**src/rtl/uart_pkg.sv**
```systemverilog
// uart_pkg: shared UART link types and defaults for uart_rx and uart_tx
package uart_pkg;
    typedef enum logic [2:0] {IDLE, START, DATA, PARITY, STOP} uart_state_t;
    localparam int D_W_DEF = 8;
    localparam int B_TICK_DEF = 16;
    localparam logic UART_IDLE_LVL = 1'b1;
endpackage

```
**src/rtl/uart_rx_sync.sv**
```systemverilog
// uart_rx_sync: two-flop synchronizer for the serial line, resets to the idle level
module uart_rx_sync
    import uart_pkg::*;
(
    input  logic clk,
    input  logic rst,
    input  logic d,
    output logic q
);
    logic [1:0] ff;
    always_ff @(posedge clk) begin
        if (!rst) ff <= {2{UART_IDLE_LVL}};
        else ff <= {ff[0], d};
    end
    assign q = ff[1];
endmodule

```
**src/rtl/uart_rx.sv**
```systemverilog
// uart_rx: oversampling UART receiver with mid-bit sampling
// UART_RX_PARITY_EN adds an even-parity bit between data and stop
module uart_rx
    import uart_pkg::*;
#(
    parameter int D_W    = D_W_DEF,
    parameter int B_TICK = B_TICK_DEF
) (
    input  logic           clk,
    input  logic           rst,
    input  logic           baud_clk,
    input  logic           rx_in,
    output logic           baud_en,
    output logic [D_W-1:0] output_data,
    output logic           rx_done,
    output logic           frame_err
);
    localparam int TW = $clog2(B_TICK);
    localparam int BW = $clog2(D_W);
    localparam logic [TW-1:0] T_MID = TW'(B_TICK / 2 - 1);
    localparam logic [TW-1:0] T_END = TW'(B_TICK - 1);
    localparam logic [BW-1:0] B_LAST = BW'(D_W - 1);
    uart_state_t state;
    logic rx_s, rx_q, stop_ok;
    logic [TW-1:0] t_counter;
    logic [BW-1:0] bit_cnt;
    logic [D_W-1:0] shift;
`ifdef UART_RX_PARITY_EN
    logic par_err;
    assign stop_ok = rx_s & ~par_err;
`else
    assign stop_ok = rx_s;
`endif
    uart_rx_sync u_sync (
        .clk(clk),
        .rst(rst),
        .d  (rx_in),
        .q  (rx_s)
    );
    always_ff @(posedge clk) begin
        if (!rst) begin
            state       <= IDLE;
            rx_q        <= UART_IDLE_LVL;
            t_counter   <= '0;
            bit_cnt     <= '0;
            shift       <= '0;
            baud_en     <= 1'b0;
            output_data <= '0;
            rx_done     <= 1'b0;
            frame_err   <= 1'b0;
`ifdef UART_RX_PARITY_EN
            par_err     <= 1'b0;
`endif
        end else begin
            rx_q      <= rx_s;
            rx_done   <= 1'b0;
            frame_err <= 1'b0;
            case (state)
                IDLE: if (rx_q && !rx_s) begin
                    state     <= START;
                    t_counter <= '0;
                    baud_en   <= 1'b1;
`ifdef UART_RX_PARITY_EN
                    par_err   <= 1'b0;
`endif
                end
                START: if (baud_clk) begin
                    if (t_counter == T_MID) begin
                        t_counter <= '0;
                        bit_cnt   <= '0;
                        state     <= rx_s ? IDLE : DATA;
                        baud_en   <= ~rx_s;
                    end else t_counter <= t_counter + 1'b1;
                end
                DATA: if (baud_clk) begin
                    if (t_counter == T_END) begin
                        t_counter <= '0;
                        shift     <= {rx_s, shift[D_W-1:1]};
                        bit_cnt   <= bit_cnt + 1'b1;
`ifdef UART_RX_PARITY_EN
                        if (bit_cnt == B_LAST) state <= PARITY;
`else
                        if (bit_cnt == B_LAST) state <= STOP;
`endif
                    end else t_counter <= t_counter + 1'b1;
                end
`ifdef UART_RX_PARITY_EN
                PARITY: if (baud_clk) begin
                    if (t_counter == T_END) begin
                        t_counter <= '0;
                        par_err   <= ^shift ^ rx_s;
                        state     <= STOP;
                    end else t_counter <= t_counter + 1'b1;
                end
`endif
                STOP: if (baud_clk) begin
                    if (t_counter == T_END) begin
                        t_counter <= '0;
                        state     <= IDLE;
                        baud_en   <= 1'b0;
                        if (stop_ok) begin
                            output_data <= shift;
                            rx_done     <= 1'b1;
                        end else frame_err <= 1'b1;
                    end else t_counter <= t_counter + 1'b1;
                end
                default: begin
                    state     <= IDLE;
                    t_counter <= '0;
                    baud_en   <= 1'b0;
                end
            endcase
        end
    end
endmodule

```
**config.mk**
```make
export PLATFORM = sky130hd
export DESIGN_NAME = uart_rx
export DESIGN_NICKNAME = d
export VERILOG_FILES = /design/src/rtl/uart_pkg.sv /design/src/rtl/uart_rx_sync.sv /design/src/rtl/uart_rx.sv
export SDC_FILE = /design/constraint.sdc
export NUM_CORES = 1
export LEC_CHECK = 0
export BUFFER_PORTS_ARGS = -buffer_cell sky130_fd_sc_hd__buf_2
export CAP_MARGIN = 25
export CORE_MARGIN = 3
export CORE_UTILIZATION = 45
export DETAILED_ROUTE_END_ITERATION = 7
export PLACE_DENSITY = 0.69
export RECOVER_POWER = 25
export SYNTH_ARGS = -nofsm -noshare
export SYNTH_HDL_FRONTEND = slang
export SYNTH_SLANG_ARGS = --single-unit
```
**constraint.sdc**
```tcl
create_clock -name clk -period 1.65 [get_ports clk]
set_input_delay 0.0825 -clock clk [delete_from_list [all_inputs] [get_ports clk]]
set_output_delay 0.0825 -clock clk [all_outputs]
set_load 0.1 [all_outputs]
```
# == Word level (Yosys, flattened, before mapping) ==
# Cells that the tools add are included.
# op_classes
n_bitwise,2
addsub,2
n_reduce_logical,12
muxes,29
n_eq_ne,15
# op_table
op,n
2-to-1 mux 3 bit,12
2-to-1 mux 4 bit,5
inequality test 2 bit (second input constant),8
case mux 3 bit (4 select lines),1
case mux 4 bit (3 select lines),1
AND reduction 4 bit,2
AND reduction 8 bit,1
2-to-1 mux 1 bit,7
== test 3 bit (second input constant),2
case mux 3 bit (2 select lines),1
AND reduction 3 bit,2
AND reduction 6 bit,1
AND reduction 5 bit,1
adder 4 x 1 -> 4 bit (second input constant),1
== test 4 x 3 -> 1 bit (second input constant),1
== test 4 bit (second input constant),1
case mux 1 bit (4 select lines),1
adder 3 x 1 -> 3 bit (second input constant),1
== test 3 x 1 -> 1 bit (second input constant),1
== test 3 x 2 -> 1 bit (second input constant),1
zero test 3 bit,1
2-to-1 mux 2 bit,1
inequality test 2 x 1 -> 1 bit (second input constant),1
NOT 1 bit,2
4 further kinds,4
# totals
word_cells,70
output_inout_bits,11
ff_bits,32
input_bits,4

# == Longest topological paths before layout ==
# Gate-level depths: netlist (run 1).
# logic_depth
depth_word,5
mapped_depth,6
ltp_nobuf,5

# == Hierarchy ==
# From an unflattened synthesis (run 1), not the netlist that was laid out.
# hier_totals
cells_unflattened,163
hier_area_um2,1451.4
# by_module_without_submodules
mod,instances,seq_area_each_um2,cells_per_inst,area_each_um2
uart_rx,1,600.6,159,1398.8
uart_rx_sync,1,40.0,4,52.6

# == Least setup slack after synthesis (run 1) ==
# OpenSTA, ideal clock, no wires.
# synth_timing
path_kind,reg-to-reg
start,reg t_counter[0]
end,reg bit_cnt[1]
path_slack_ns,0.202
path_stages_with_launch,7
synth_period_minus_slack_ns,1.448
n_path_buf,1
t_arrival_ns,1.320
required_ns,1.522
setup_ns,0.128
path_cell_list,dfxtp_1 > ha_1 > and3_1 > and4_1 > buf_4 > a22oi_1 > nor2_1
# synth_between
elab_chain_cells,3
elab_cells_between_ends,5
classes_between,eq/ne (4); reduce/logical (1)
# synth_rtl
element,line_no,source
"start, declared",uart_rx.sv:25,logic [TW-1:0] t_counter;
"start signal, assigned",uart_rx.sv:73,end else t_counter <= t_counter + 1'b1;
"start signal, assigned",uart_rx.sv:85,end else t_counter <= t_counter + 1'b1;
"start signal, assigned",uart_rx.sv:105,end else t_counter <= t_counter + 1'b1;
== test 4 bit or == test 4 x 3 -> 1 bit (tied branches),"uart_rx.sv:76, uart_rx.sv:68",
inequality test 2 bit (no line),-,
AND reduction 5 bit (no line) *,-,
"end signal, assigned",uart_rx.sv:79,bit_cnt <= bit_cnt + 1'b1;
"end, declared",uart_rx.sv:26,logic [BW-1:0] bit_cnt;
# Mark *: on every way between the ends. The rest lies on a longest branch, timed or not.
# A chain may end at the register's enable or synchronous reset.

# == Worst setup path after layout (run 1) ==
# layout_timing
start,reg state[1]
end,reg bit_cnt[2]
# layout_between
elab_chain_cells,3
elab_cells_between_ends,9
classes_between,eq/ne (6); mux (1); reduce/logical (2)
# layout_rtl
element,line_no,source
"start, declared",uart_rx.sv:23,uart_state_t state;
"start signal, assigned",uart_rx.sv:71,state <= rx_s ? IDLE : DATA;
== test 3 x 2 -> 1 bit or == test 3 x 1 -> 1 bit (tied branches),uart_rx.sv:58,case (state)
inequality test 2 bit (no line) or nonzero test 2 bit (tied branches),-,
AND reduction 5 bit (no line),-,
# Several ways; a longest one is shown, not always the timed one.

==> results of run 1 <==
## cell families after synthesis
logic type                 share of synthesized area
AOI/OAI and AO/OA                              0.146
xor gates and xnor gates                     0.00622
adders and majority gates                     0.0266
buffers and inverters                         0.0444
DFF                                            0.455
muxes                                         0.0213
and+or+nand+nor                                0.301
## synth_stat cells, drive strengths merged, types with 3 or more instances
| cell type | n |
|---|---|
| nand4b | 3 |
| nand3b | 4 |
| buf | 7 |
| ha | 3 |
| clkbuf | 5 |
| nor2 | 7 |
| a21oi | 10 |
| nand3 | 16 |
| o21ai | 11 |
| mux2i | 3 |
| nand2 | 34 |
| and3 | 3 |
| dfxtp | 32 |
| nand2b | 6 |
## state kept, by name, summed over array words and instances (netlist names)
signal	count
shift	8
t_counter	4
frame_err	1
state	3
output_data	8
bit_cnt	3
u_sync.ff	2
rx_q	1
rx_done	1
baud_en	1
## layout make-up
class	instances	area [µm²]
fillers	282	1270
multi-input cells	123	708
flip-flops and latches	32	641
repair buffers	23	140
clock buffers	7	55.1
well taps	42	52.6
clock inverters	1	7.51
inverters	1	3.75
## worst max-delay path, cell delays in order (launching register included)
cell and delay, ns:
dfxtp_1 0.43, or3b_1 0.39, a211o_1 0.34, a22oi_1 0.16, nor2_1 0.05
## timing repair
item,CTS,global route
hold buffers,1,0
buffers inserted,0,1
resized for setup,0,2
endpoints found under the setup margin,0,11
hold endpoints to repair,1,0
## power by group
part / switching (mW) / internal, mW
logic: 0.0821 / 0.0396
clock network: 0.264 / 0.208
registers: 0.00840 / 0.782
## per-stage QoR
step / utilization / power (mW) / cell area (µm²) / hold WS, ns / std cells
CTS: 0.555 / 1.40 / 1600 / 0.127 / 228
global route: 0.559 / 1.45 / 1610 / 0.142 / 229
finish: 0.559 / 1.38 / 1610 / 0.142 / 229
floorplan: - / 0.904 / 1410 / 0.184 / 168
detailed placement: 0.530 / 0.928 / 1530 / 0.269 / 219
global placement: 0.530 / 0.925 / 1530 / 0.267 / 219
## final timing paths
| path | startpoint | endpoint | slack (ns) | depth (start not counted) |
|---|---|---|---|---|
| hold reg to reg | u_sync.ff[0]$_SDFF_PN1_ | u_sync.ff[1]$_SDFF_PN1_ | 0.42 | 1 |
| hold / removal | rst | rx_q$_SDFF_PN1_ | 0.14 | 2 |
| setup / recovery | state[1]$_SDFFE_PN0P_ | bit_cnt[2]$_SDFFE_PN0P_ | 0.15 | 4 |
| setup reg to reg | state[1]$_SDFFE_PN0P_ | bit_cnt[2]$_SDFFE_PN0P_ | 0.15 | 4 |
## metal layers
metal | track usage | routed length [µm] | vias up
met4 | 0.0545 | 18 | 0
met1 | 0.201 | 1350 | 557
met5 | 0 | 0 | -
met3 | 0.0620 | 109 | 2
met2 | 0.237 | 1260 | 19
li1 | - | - | 628
==> impl_metrics.ini, run 1 <==
[routing]
drtAntennaViolNets = 0
first_iter_violations = 53
via_count = 1206
wl_per_cell_um = 11.9
viasPerCell = 5.27
dr.pass1.iters = 4
drc = 0
wirelength_mm = 2.73

[synthesis]
synth_top_cells_by_area = dfxtp_1 (45%), nand2_1 (9.1%), nand3_1 (5.7%)
synth_seq_area_share = 0.455
synth_ff_type = dfxtp_1
syn_avg_cell_area_um2 = 8.39
async_reset_ff_frac = 0
synth_top_area_share = 0.455
yosysTopAreaCell = dfxtp_1
yosys_warnings = 0
synth_area_um2 = 1410
synth_edf_count = 0
syn_nets = 175
ys_types = 36
ys_ff_latch = 32
synthCells = 168

[clocking]
cts_root_buffer = clkbuf_4
cts_tree = yes
clock_path_buffers = 2
cts-htree-levels = 2
clkLatencyLatePin_ns = 0.33
clkSinkCount = 32
path_clk_slew_ns = 0.10
numCtsBuffers = 5

[timing]
setup_ws_ns = 0.147
tightest_slew_ns = 0.542
min_period_over_period = 0.911
finalCriticalPeriod_ns = 1.50
rsz0062_at_grt = false
finalSetupTns_ns = 0
maxSlewViolCount = 0
fmax_mhz = 665
finalSetupViolCount = 0
fin_skew_ns = 0.00811
final_hold_viol_count = 0
slew_headroom = 0.640

[layout]
drive_above_1_share = 0.171
layout_commonest_cell = nand2_1
syn2layout_area_growth_pct = 14.1
insertedDiodeCount = 0
fin_nets = 193
final_cell_mix = nand2_1 (34), dfxtp_1 (32), nand3_1 (16)

[worst_setup_path]
critPathLaunchType = flop
critical_path_class = flop to flop
cp.arrival_ns = 1.71
path_max_fanout = 12
cp.required_ns = 1.86
end_kind = flop

[power_and_ir_drop]
vdd_drop_max_v = 0.000639
p_leak_nw = 0.604
powerDensity_nw_per_um2 = 861

[grt]
overflow = 0
antenna_found_initial = 0
grt_pass1_vias = 1007
grt_pass1_wl_mm = 4.41
track_usage = 0.156
grt_max_degree = 21

[floorplan]
die_w_um = 62.0
die-area_um2 = 3840
row_count = 19
fp.dieH_um = 62.0
core-area_um2 = 2880
start_util = 0.490
num_io_pins = 15

[placement]
io_buffers = 14
gp_congestion = 0.794
dp_hpwl_mm = 1.97
post-place-ws_ns = 0.0477

[min_path]
hold_class = input pin to flop

[run]
cap_violations = 0

[run_status]
outcome = finished clean
Note: power is estimated with default switching activity, not from simulation.
==> inputs of run 2 (changes only) <==
==> constraint.sdc (replaced) <==
create_clock -name clk -period 1.4 [get_ports clk]
set_input_delay 0.07 -clock clk [delete_from_list [all_inputs] [get_ports clk]]
set_output_delay 0.07 -clock clk [all_outputs]
set_load 0.1 [all_outputs]
==> run 2 against run 1 <==
  * The run now ends with setup timing left
  * Clock power increased by 22%
  * Non-clock buffer count increased by 16
  * Core utilization increased by 10 points
  * Worst hold slack got worse by 0.066 ns
  * Routed wire length increased by 28%
  * Cell area increased by 18%
  * Global-route usage increased by 4.2 points
  * Clock-buffer cell count unchanged
  * Fmax increased by 5.7%
  * Final cell count increased by 7.0%
  * Worst setup slack got worse by 0.17 ns
  * Via count increased by 9.3%
  * Critical path type unchanged
  * Largest cell class unchanged
  * Largest power group unchanged
==> impl_metrics.ini, run 2 (synthesis gave the netlist of run 1 again) <==
[floorplan]
die_w_um = 62.0
row_count = 19
die-area_um2 = 3840
num_io_pins = 15
fp.dieH_um = 62.0
start_util = 0.490
core-area_um2 = 2880

[placement]
dp_hpwl_mm = 2.23
gp_congestion = 0.906
place_inst = 234
io_buffers = 14

[timing]
final_hold_viol_count = 0
fin_skew_ns = 0.00795
rsz0062_at_grt = true
slew_headroom = 0.642
maxSlewViolCount = 0
min_period_over_period = 1.02
tightest_slew_ns = 0.540
finalCriticalPeriod_ns = 1.42
finalSetupViolCount = 3
fmax_mhz = 703
setup_ws_ns = -0.0218

[power_and_ir_drop]
p_leak_nw = 0.741
totalPowerFinal_mw = 1.70
vdd_drop_max_v = 0.000615
p_sw_uw = 459
powerDensity_nw_per_um2 = 893
p_clk_frac = 0.340
swShare = 0.271
p_int_mw = 1.24
pwr-share-comb = 0.108
power_frac_seq = 0.551

[grt]
grt_pass1_vias = 1230
grt_max_degree = 18
antenna_found_initial = 0
overflow = 0
grt_pass1_wl_mm = 5.49
track_usage = 0.198

[worst_setup_path]
critical_path_class = flop to flop
end_kind = flop
cp.required_ns = 1.62
path_max_fanout = 4
critPathLaunchType = flop
cp.arrival_ns = 1.65

[routing]
drtAntennaViolNets = 0
wirelength_met1_mm = 1.56
wirelength_mm = 3.50
first_iter_violations = 83
via_count = 1318
route.met2.wl_mm = 1.71
wl_met3_um = 123
dr.pass1.iters = 4
viasPerCell = 5.38
top_layer = met4
drc = 0
wl_per_cell_um = 14.3

[clocking]
clock_path_buffers = 2
numCtsBuffers = 5
clkLatencyLatePin_ns = 0.35
cts_tree = yes
cts_root_buffer = clkbuf_4
cts-htree-levels = 2
post-cts-setup-buffer-count = 0
path_clk_slew_ns = 0.10
clkSinkCount = 32

[layout]
layout_commonest_cell = nand2_1
largest_registers = output_data x8, shift x8, t_counter x4
final_cell_mix = nand2_1 (34), dfxtp_1 (26), buf_4 (17)
fill_cells = 233
layout.cells.non_filler = 245
drive_above_1_share = 0.340
final_util = 0.661
insertedDiodeCount = 0
syn2layout_area_growth_pct = 34.9
fin_nets = 209

[run_status]
outcome = finished with violations
violations = setup timing

[run]
cap_violations = 0

[min_path]
hold_class = input pin to flop
[run 2: final timing paths]
check,start,endpoint,slack [ns],depth (start not counted)
worst max-delay path,state[0]$_SDFFE_PN0P_,bit_cnt[2]$_SDFFE_PN0P_,-0.02,4
worst min-delay path,rst,rx_q$_SDFF_PN1_,0.08,2
worst max register to register,state[0]$_SDFFE_PN0P_,bit_cnt[2]$_SDFFE_PN0P_,-0.02,4
worst min register to register,u_sync.ff[0]$_SDFF_PN1_,u_sync.ff[1]$_SDFF_PN1_,0.41,1
[run 2: per-stage QoR]
step	TNS, ns	cell area (µm²)	hold slack, ns	setup slack [ns]
finish	-0.0382	1900	0.0755	-0.0218
global route	-0.688	1900	0.0719	-0.0908
CTS	0	1770	0.0684	0.00543
detailed placement	-0.204	1660	0.258	-0.0668
global placement	0	1660	0.255	0.00101
floorplan	0	1420	0.171	0.0156
[run 2: power groups by stage]
stage               combinational [mW]  clock, mW  sequential (mW)
finish                           0.184      0.578            0.935
global route                     0.197      0.628            0.937
CTS                              0.169      0.590            0.933
detailed placement               0.161          0            0.953
global placement                 0.158          0            0.953
floorplan                       0.0857          0            0.979
[run 2: layer usage]
layer	track usage	vias to the layer above
li1	-	664
met1	0.241	618
met2	0.317	26
met3	0.0558	10
met4	0.100	0
met5	0	-
[run 2: repair_timing]
item / 4_1_cts / 5_1_grt
pin swaps: 4 / 3
cloned: 0 / 2
hold endpoints to repair: 1 / 0
resized for setup: 12 / 16
setup endpoints to repair: 10 / 19
hold buffers: 1 / 0
[run 2: cell type report]
class | instances | area, µm² | area share
Sequential cell | 32 | 648 | 0.341
Clock buffer | 7 | 55.1 | 0.0290
Multi-Input combinational cell | 123 | 811 | 0.427
Tap cell | 42 | 52.6 | 0.0276
Clock inverter | 1 | 7.51 | 0.00395
Timing Repair Buffer | 39 | 323 | 0.170
Inverter | 1 | 3.75 | 0.00197
[run 2: critical path, stage by stage, from the launching register on]
cell	delay (ns)
dfxtp_2	0.39
or3b_1	0.36
a211o_1	0.35
a22oi_2	0.14
nor2_1	0.06
